### config.mk
export PLATFORM = sky130hd
export DESIGN_NAME = fetch_unit
export DESIGN_NICKNAME = d
export VERILOG_FILES = /design/src/rtl/fetch_unit.sv
export SDC_FILE = /design/constraint.sdc
export NUM_CORES = 1
export LEC_CHECK = 0
export ABC_AREA = 1
export BUFFER_PORTS_ARGS = -buffer_cell sky130_fd_sc_hd__buf_2
export CAP_MARGIN = 20
export CORE_MARGIN = 4
export CORE_UTILIZATION = 30
export CTS_CLUSTER_DIAMETER = 40
export CTS_CLUSTER_SIZE = 16
export DETAILED_ROUTE_END_ITERATION = 10
export GPL_TIMING_DRIVEN = 0
export PLACE_DENSITY = 0.48
export SETUP_SLACK_MARGIN = 0.2
export SLEW_MARGIN = 40
export SYNTH_ARGS = -nofsm -noshare
export SYNTH_HDL_FRONTEND = slang
export SYNTH_SLANG_ARGS = --single-unit
export TNS_END_PERCENT = 30
### constraint.sdc
create_clock -name clk -period 2.7 [get_ports clk]
set_clock_uncertainty 0.2 [all_clocks]
set_input_delay 0.405 -clock clk [delete_from_list [all_inputs] [get_ports clk]]
set_output_delay 0.405 -clock clk [all_outputs]
set_load 0.02 [all_outputs]
### src/rtl/fetch_unit.sv
// fetch_unit: MIPS instruction fetch stage. Owns the PC, fetches one word per
// request over imem req/ack and hands it downstream over instr_valid/instr_ready.
module fetch_unit #(
    parameter logic [31:0] RESET_PC = 32'h0000_0000
) (
    input  logic        clk,
    input  logic        reset_n,
    output logic        imem_req,
    output logic [31:0] imem_addr,
    input  logic        imem_ack,
    input  logic [31:0] imem_rdata,
    output logic [31:0] instr,
    output logic [31:0] pc,
    output logic [31:0] pcplus4,
    output logic        instr_valid,
    input  logic        instr_ready,
    input  logic        dobranch,
    input  logic        dojump,
    output logic [1:0]  fsm_state
);

    // Handshakes: a transfer happens at a rising edge where the producer's
    // imem_req/instr_valid and the consumer's imem_ack/instr_ready are both 1.
    // The producer holds address/payload stable until then, and ack/ready
    // seen while req/valid is low are ignored.

    typedef enum logic [1:0] {
        ST_RST   = 2'd0,
        ST_FETCH = 2'd1,
        ST_HOLD  = 2'd2
    } state_t;

    state_t      state;
    state_t      state_nxt;
    logic        req_nxt;
    logic        valid_nxt;
    logic        fetch_done;
    logic        consume;

    logic [29:0] pc_word;
    logic [29:0] pcplus4_word;
    logic [29:0] branch_word;
    logic [29:0] jump_word;
    logic [29:0] next_word;

    assign fetch_done = (state == ST_FETCH) && imem_ack;
    assign consume    = (state == ST_HOLD) && instr_ready;
    assign fsm_state  = state;

    always_ff @(posedge clk or negedge reset_n) begin
        if (!reset_n) begin
            state <= ST_RST;
        end else begin
            state <= state_nxt;
        end
    end

    always_comb begin
        state_nxt = state;
        case (state)
            ST_RST:   state_nxt = ST_FETCH;
            ST_FETCH: if (imem_ack)    state_nxt = ST_HOLD;
            ST_HOLD:  if (instr_ready) state_nxt = ST_FETCH;
            default:  state_nxt = ST_RST;
        endcase
    end

    // Decode from the next state so req/valid come straight out of flops.
    always_comb begin
        req_nxt   = 1'b0;
        valid_nxt = 1'b0;
        case (state_nxt)
            ST_FETCH: req_nxt   = 1'b1;
            ST_HOLD:  valid_nxt = 1'b1;
            default:  ;
        endcase
    end

    always_ff @(posedge clk or negedge reset_n) begin
        if (!reset_n) begin
            imem_req    <= 1'b0;
            instr_valid <= 1'b0;
        end else begin
            imem_req    <= req_nxt;
            instr_valid <= valid_nxt;
        end
    end

    // The PC is kept as a word address, so alignment holds by construction.
    assign pc           = {pc_word, 2'b00};
    assign imem_addr    = pc;
    assign pcplus4_word = pc_word + 30'd1;
    assign pcplus4      = {pcplus4_word, 2'b00};
    assign branch_word  = pcplus4_word + {{14{instr[15]}}, instr[15:0]};
    assign jump_word    = {pcplus4_word[29:26], instr[25:0]};

    always_comb begin
        next_word = pcplus4_word;
        if (dojump) begin
            next_word = jump_word;
        end else if (dobranch) begin
            next_word = branch_word;
        end
    end

    always_ff @(posedge clk or negedge reset_n) begin
        if (!reset_n) begin
            pc_word <= RESET_PC[31:2];
            instr   <= 32'h0000_0000;
        end else begin
            if (fetch_done) begin
                instr <= imem_rdata;
            end
            if (consume) begin
                pc_word <= next_word;
            end
        end
    end

endmodule
==> flow_summary.toml, run 1 <==
[floorplanning]
core_area_um2 = 20360
ios = 170
fp.dieW_um = 152.5
rows = 52
initial_core_util = 0.3077
die_area_um2 = 23260
die_h_um = 152.5

[critical_path]
critical_path.top_delay_family = "simple AND/OR/NAND/NOR gates"
crit_required_ps = 2740
path_common_cell = "nand2_2"
criticalPathCategory = "flop to flop"
r2r-start = "pc_word[0]$_DFFE_PN0P_"
endpoint_kind = "flop"
critPathSlowestCell = "dfrtp_2"
cp_cell_sequence = "ha_4 -> inv_4 -> nor3_4 -> buf_6 -> nand2_8 -> nor2_4 -> xor2_2 -> inv_2 -> ha_4 -> a21oi_4 -> o21ai_2 -> inv_1 -> nand2_2 -> a21oi_4 -> nand2_1 -> nand2_1 -> nand3_2 -> nand2_2 -> nand2_2"
start_kind = "flop"
arrival_ps = 3120
cp_max_fo = 5
cp.buffers_inverters = 4
cp_slowest_stage_delay_ps = 430
startpoint = "pc_word[0]$_DFFE_PN0P_"

[sta]
layout_min_cycle_time_ps = 3078
period_share = 1.140
finalSetupTns_ps = -6389
postLayoutSetupSlackWorst_ps = -377.9
hold_viol = 0
setup_viol = 26
tightest_slew_ps = 973.9
slew-limit-headroom = 0.3507
grt_setup_unrepaired = "yes"
slew_viol_final = 0
fmax_mhz = 324.9

[placed_design]
portBuffers = 163
place_inst = 1380
gp_congestion = 0.8940
dp_hpwl_mm = 19.86
dpl_cell_area_um2 = 7675

[drt]
drc_errors = 0
wl_mm = 25.95
dr.first_iter.drc_count = 337
via_count = 6986
ant_nets = 0
vias_per_cell = 4.788
wl_per_cell_um = 17.78
drt-pass1-iter-count = 4

[min_path]
min_from = "instr_ready"
worstHoldPathType = "input port to flop"

[clock_tree]
cts-root-buf = "clkbuf_16"
cts_tree = "built"
clock_latency_ps = 340
numClockSinks = 66
htree_num_levels = 3
cts_buffer_depth = 2
clk_pin_slew_ps = 60
numCtsBuffers = 9

[global_route]
grt_pass1_vias = 7187
antenna_found_initial = 0
grt_pass1_wl_mm = 40.80
grt_overflow = 0
grt_start_max_net_pins = 45
gr-usage-all-layers = 0.2232

[layout]
areaGrowthSynthToFinish_pct = 54.57
final_cell_area_um2 = 9686
nets = 1259
final_util = 0.4756
layout-drive-gt1-share = 0.5139
n_antenna_cell = 0
stdcell_count = 1459

[synth]
synth_seq_area_share = 0.2636
async_flop_share = 1.000
synthDistinctLibCells = 49
synth-main-ff-cell = "dfrtp_1"
synth_edf_count = 0
yosysTopAreaCellShare = 0.2636
synthesis.area_um2 = 6266
yosys_warnings = 0
ys_top_cells_by_area = "dfrtp_1 26%, nand2_1 17%, inv_1 8.1%"
synth_area_leader_cell = "dfrtp_1"
synth_seq_cells = 66
avgSynthCellArea_um2 = 6.659
synth_cells = 941

[status]
status = "complete, but fails checks"
violations = "negative setup slack"

[flow_run]
max_cap_viol_count = 0
cell type report:
| type | count | area (µm²) |
|---|---|---|
| Inverter | 140 | 535.5 |
| Multi-Input combinational cell | 690 | 5074 |
| Tap cell | 270 | 337.8 |
| Timing Repair Buffer | 227 | 1425 |
| Clock inverter | 7 | 70.07 |
| Clock buffer | 9 | 225.2 |
| Fill cell | 2075 | 10680 |
| Buffer | 50 | 337.8 |
| Sequential cell | 66 | 1680 |
layout by cell type, fill, tap and decap left out, types with 23 or more instances in the layout:
| cell | synthesis | routed |
|---|---|---|
| buf_2 | 6 | 154 |
| mux2_2 | 30 | 30 |
| dfrtp_1 | 66 | 43 |
| nor2_1 | 82 | 43 |
| a21oi_1 | 56 | 38 |
| nand2_1 | 283 | 205 |
| nor2_4 | 4 | 25 |
| nand3_1 | 54 | 31 |
| nand2_2 | 6 | 61 |
| nand2_4 | 1 | 23 |
| inv_2 | 3 | 27 |
| buf_4 | 36 | 96 |
| dfrtp_2 | 0 | 23 |
| nor2_2 | 5 | 23 |
| inv_1 | 136 | 108 |
state kept, by name (all words and copies together) (netlist names):
register / count
instr: 32
imem_req: 1
pc_word: 30
fsm_state: 2
instr_valid: 1
kinds of logic after synthesis:
family,count (synthesis),synth area share
flip-flops,66,0.2636
buffers and inverters,190,0.1378
adder cells (fa/ha/maj),37,0.07508
XOR/XNOR,19,0.02776
other,1,0.0005985
AND/OR/NAND/NOR,474,0.3271
multiplexers,30,0.05391
AO/OA/AOI/OAI,124,0.1142
cell usage after synthesis (6+ instances only):
cell type	count
a21oi_1	56
clkbuf_1	7
o21bai_1	8
inv_1	136
nand3b_1	6
dfrtp_1	66
buf_2	6
nand2_1	283
nand3_1	54
buf_4	36
nor3_1	10
xor2_1	17
a22oi_1	6
o21ai_0	30
nand2_2	6
nor2_1	82
nand4_1	8
ha_1	36
mux2_2	30
worst paths after layout:
path / slack [ps] / to / cells past startpoint
setup / recovery: -380 / pc_word[27]$_DFFE_PN0P_ / 19
hold / removal: 90 / instr_valid$_DFF_PN0_ / 2
setup reg to reg: -380 / pc_word[27]$_DFFE_PN0P_ / 19
hold reg to reg: 300 / instr[28]$_DFFE_PN0P_ / 1
max in group asynchronous: 1460 / pc_word[19]$_DFFE_PN0P_ / 3
min in group asynchronous: 290 / instr[2]$_DFFE_PN0P_ / 2
worst reg2reg max path, stage by stage, from the launching register on:
cell     delay [ps]
dfrtp_2         430
ha_4            180
inv_4            40
nor3_4          180
buf_6           160
nand2_8          60
nor2_4          180
xor2_2          190
inv_2            90
ha_4            290
a21oi_4         210
o21ai_2          90
inv_1            60
nand2_2          70
a21oi_4         150
nand2_1          70
nand2_1          70
nand3_2         110
nand2_2         110
nand2_2          50
what timing repair did:
item                                    4_1_cts  5_1_grt
endpoints found under the setup margin       50       48
hold endpoints to repair                     22        0
buffers inserted                             45       17
gates resized for setup                     199      138
cloned                                        0        0
hold buffers                                  1        0
pin swaps                                    71       80
metrics by stage:
step                      setup WS, ps  hold slack (ps)
after floorplan                 -230.9           -90.59
after global placement          -840.0            284.0
after detailed placement        -862.2            86.09
after CTS                       -279.2            81.27
after global routing            -542.3            87.84
final                           -377.9            90.53
metal layers:
metal | up-vias | global-route usage | wire length, µm
met4 | 0 | 0.04667 | 430
met3 | 25 | 0.04147 | 1505
met2 | 184 | 0.3736 | 12090
met1 | 3321 | 0.3027 | 11920
met5 | - | 0 | 0
li1 | 3456 | - | -
Power of run 1 is not shown: default switching activity piles up to over one toggle a cycle in this logic, so the estimate is an artifact.
==> run 2: changes to the inputs <==
ABC_AREA = 0   (was 1)
CTS_BUF_LIST = sky130_fd_sc_hd__clkbuf_8 sky130_fd_sc_hd__clkbuf_16   (was not set)
MAX_ROUTING_LAYER = met4   (was not set)
PLACE_DENSITY = 0.49   (was 0.48)
==> run 2 against run 1 <==
Compared with the run above:
- the run still ends with negative setup slack left
- wire length is 16% lower
- synthesized cell count is 31% lower
- first-iteration DRC count fell by 25%
- die area is 10% lower
- critical path depth down 2
- design area shrank 9.2%
==> flow_summary.toml, run 2 <==
[drt]
wl_per_cell_um = 19.26
dr.first_iter.drc_count = 253
drt-pass1-iter-count = 5
vias_per_cell = 5.186
ant_nets = 0
wl_mm = 21.82
drc_errors = 0
via_count = 5876

[critical_path]
cp.buffers_inverters = 1
arrival_ps = 3930
startpoint = "pc_word[1]$_DFFE_PN0P_"
critPathSlowestCell = "dfrtp_2"
r2r_cells = 17
cp_cell_sequence = "ha_4 -> inv_6 -> nor3_4 -> and3_4 -> nand3_4 -> nor2_4 -> xor2_4 -> ha_4 -> a21o_4 -> a211o_1 -> o32ai_4 -> a31oi_4 -> a31oi_1 -> a21oi_1 -> xor2_1 -> and3_1 -> o31ai_2"
r2r_slack_ps = -1170
cp_slowest_stage_delay_ps = 420
r2r-start = "pc_word[1]$_DFFE_PN0P_"
path_common_cell = "ha_4"
endpoint_kind = "flop"
crit_required_ps = 2760
critical_path.top_delay_family = "compound AO/OA/AOI/OAI gates"
criticalPathCategory = "flop to flop"
start_kind = "flop"
critPathCapture = "pc_word[29]$_DFFE_PN0P_"
critical_path_cell_count = 17
r2r-end = "pc_word[29]$_DFFE_PN0P_"
cp_max_fo = 4

[synth]
synth-compound-area-share = 0.2046
ys_top_cells_by_area = "dfrtp_1 29%, ha_1 8.0%, mux2_2 7.0%"
synth_seq_cells = 66
yosys_warnings = 0
synth_area_leader_cell = "dfrtp_1"
synthesis.area_um2 = 5603
synthDistinctLibCells = 68
avgSynthCellArea_um2 = 8.673
synth_xor_area_frac = 0.07168
synth_edf_count = 0
synthSimpleGateAreaFrac = 0.1793
muxShareOfSynthArea = 0.08821
yosysTopAreaCellShare = 0.2948
synth_most_common_cell = "dfrtp_1"
synth-main-ff-cell = "dfrtp_1"
synth_cells = 646
synth_common_cells = "66 x dfrtp_1, 65 x a21oi_1, 57 x nand2_1, 42 x o21ai_0, 37 x nor2_1"
synth_top_family_by_area = "compound AO/OA/AOI/OAI gates"
yosys.area_share.adder = 0.08397
synth_seq_area_share = 0.2948
async_flop_share = 1.000

[floorplanning]
core_area_um2 = 18150
die_h_um = 144.7
fp.dieW_um = 144.7
initial_core_util = 0.3087
ios = 170
rows = 49
die_area_um2 = 20930

[pwr]
total_power_mw = 14.21
p_per_area_nw_per_um2 = 1616
ir_worst_vdd_mv = 0.6024
p_leak_nw = 4.136

[global_route]
gr-usage-all-layers = 0.2095
grt_pass1_vias = 5896
grt_start_max_net_pins = 43
grt_pass1_wl_mm = 32.66
grt_overflow = 0
antenna_found_initial = 0

[sta]
layout_min_cycle_time_ps = 3872
slew_viol_final = 0
fmax_mhz = 258.2
hold_viol = 0
tightest_slew_ps = 872.0
setup_viol = 39
slew-limit-headroom = 0.4187
grt_setup_unrepaired = "yes"
postLayoutSetupSlackWorst_ps = -1172
period_share = 1.434

[layout]
final_common_cell = "buf_2"
fillers = 1808
layout-drive-gt1-share = 0.5376
n_antenna_cell = 0
top_register = "instr"
largest_reg_flops = 32
seq_area_um2 = 1672
areaGrowthSynthToFinish_pct = 56.99
multi_input_comb_area_um2 = 4503
stdcell_count = 1133
final_cell_mix = "145 x buf_2, 100 x buf_4, 50 x dfrtp_1"
nets = 974

[status]
status = "complete, but fails checks"
violations = "negative setup slack"

[min_path]
worstHoldPathType = "input port to flop"

[clock_tree]
numClockSinks = 66
htree_num_levels = 3
cts_tree = "built"
clock_latency_ps = 350
cts_buffer_depth = 2
clk_pin_slew_ps = 60
cts-root-buf = "clkbuf_16"
numCtsBuffers = 9

[placed_design]
place_inst = 1043
gp_congestion = 0.9355
portBuffers = 162
dp_hpwl_mm = 15.79

[flow_run]
max_cap_viol_count = 0
[run 2: cell types whose count changed after synthesis, moves of 8 or more]
cell      before  now
xnor2_1        1   24
inv_1        136   16
nor2_1        82   37
a21oi_1       56   65
nand3_1       54   21
nand2_1      283   57
mux2i_1        0   10
nand2b_1       0    8
o21ai_0       30   42
a21o_1         1   18
and3_1         1   19
clkbuf_1       7   22
[run 2: kinds of logic after synthesis]
family / after synthesis
AND/OR/NAND/NOR: 190
AO/OA/AOI/OAI: 184
buffers and inverters: 78
flip-flops: 66
XOR/XNOR: 45
multiplexers: 45
adder cells (fa/ha/maj): 37
other: 1
[run 2: metal layers]
layer	up-vias	part of all wire	GRT usage
met1	2885	0.44	0.2634
li1	2799	-	-
met3	24	0.037	0.02563
met2	168	0.50	0.3497
met5	-	0	-
met4	0	0.021	0.07266
[run 2: final cells by class]
| type | instances | area share |
|---|---|---|
| inverters | 16 | 0.007397 |
| multi-input cells | 507 | 0.5119 |
| plain buffers | 62 | 0.04637 |
| flip-flops and latches | 66 | 0.1900 |
| clock buffers | 9 | 0.02560 |
| repair buffers | 237 | 0.1754 |
| well taps | 229 | 0.03257 |
| clock inverters | 7 | 0.01067 |
[run 2: worst min-delay path by stage]
stage                          start                      end  slack, ps  depth (start not counted)
3_5_place_dp                 reset_n  pc_word[14]$_DFFE_PN0P_         90                          1
4_1_cts               imem_rdata[17]    instr[17]$_DFFE_PN0P_         70                          2
5_1_grt               imem_rdata[17]    instr[17]$_DFFE_PN0P_         80                          2
3_3_place_gp   instr[28]$_DFFE_PN0P_    instr[28]$_DFFE_PN0P_        280                          1
2_1_floorplan                reset_n   fsm_state[0]$_DFF_PN0_        -90                          0
6_report              imem_rdata[17]    instr[17]$_DFFE_PN0P_         80                          2
[run 2: timing repair]
item / in CTS / in global routing
pin swaps: 55 / 43
hold buffers: 1 / 0
endpoints found under the setup margin: 49 / 53
hold endpoints to repair: 24 / 0
setup buffers: 49 / 24
resized for setup: 143 / 77
[run 2: power breakdown]
part / switching, mW / total, mW / internal [mW]
registers: 0.774 / 2.26 / 1.49
logic: 5.79 / 10.6 / 4.86
clock network: 0.494 / 1.30 / 0.807
[run 2: worst register-to-register path, cell delays in order (launching register included)]
cell,delay [ps]
dfrtp_2,420
ha_4,200
inv_6,50
nor3_4,290
and3_4,260
nand3_4,120
nor2_4,160
xor2_4,200
ha_4,230
a21o_4,230
a211o_1,260
o32ai_4,250
a31oi_4,80
a31oi_1,220
a21oi_1,110
xor2_1,160
and3_1,190
o31ai_2,160
[run 2: through the flow]
step | TNS (ps) | worst slack (ps) | hold WS, ps | instance area [µm²] | util
after floorplan | -16040 | -1114 | -90.59 | 5838 | -
final | -22220 | -1172 | 83.00 | 8796 | 0.4847
after detailed placement | -27860 | -1674 | 90.40 | 6970 | 0.3841
after CTS | -21370 | -1141 | 71.81 | 8274 | 0.4559
after global placement | -28180 | -1712 | 283.8 | 6935 | 0.3822
after global routing | -27570 | -1323 | 76.16 | 8796 | 0.4847
No activity file was read; power rests on OpenSTA's default activity.
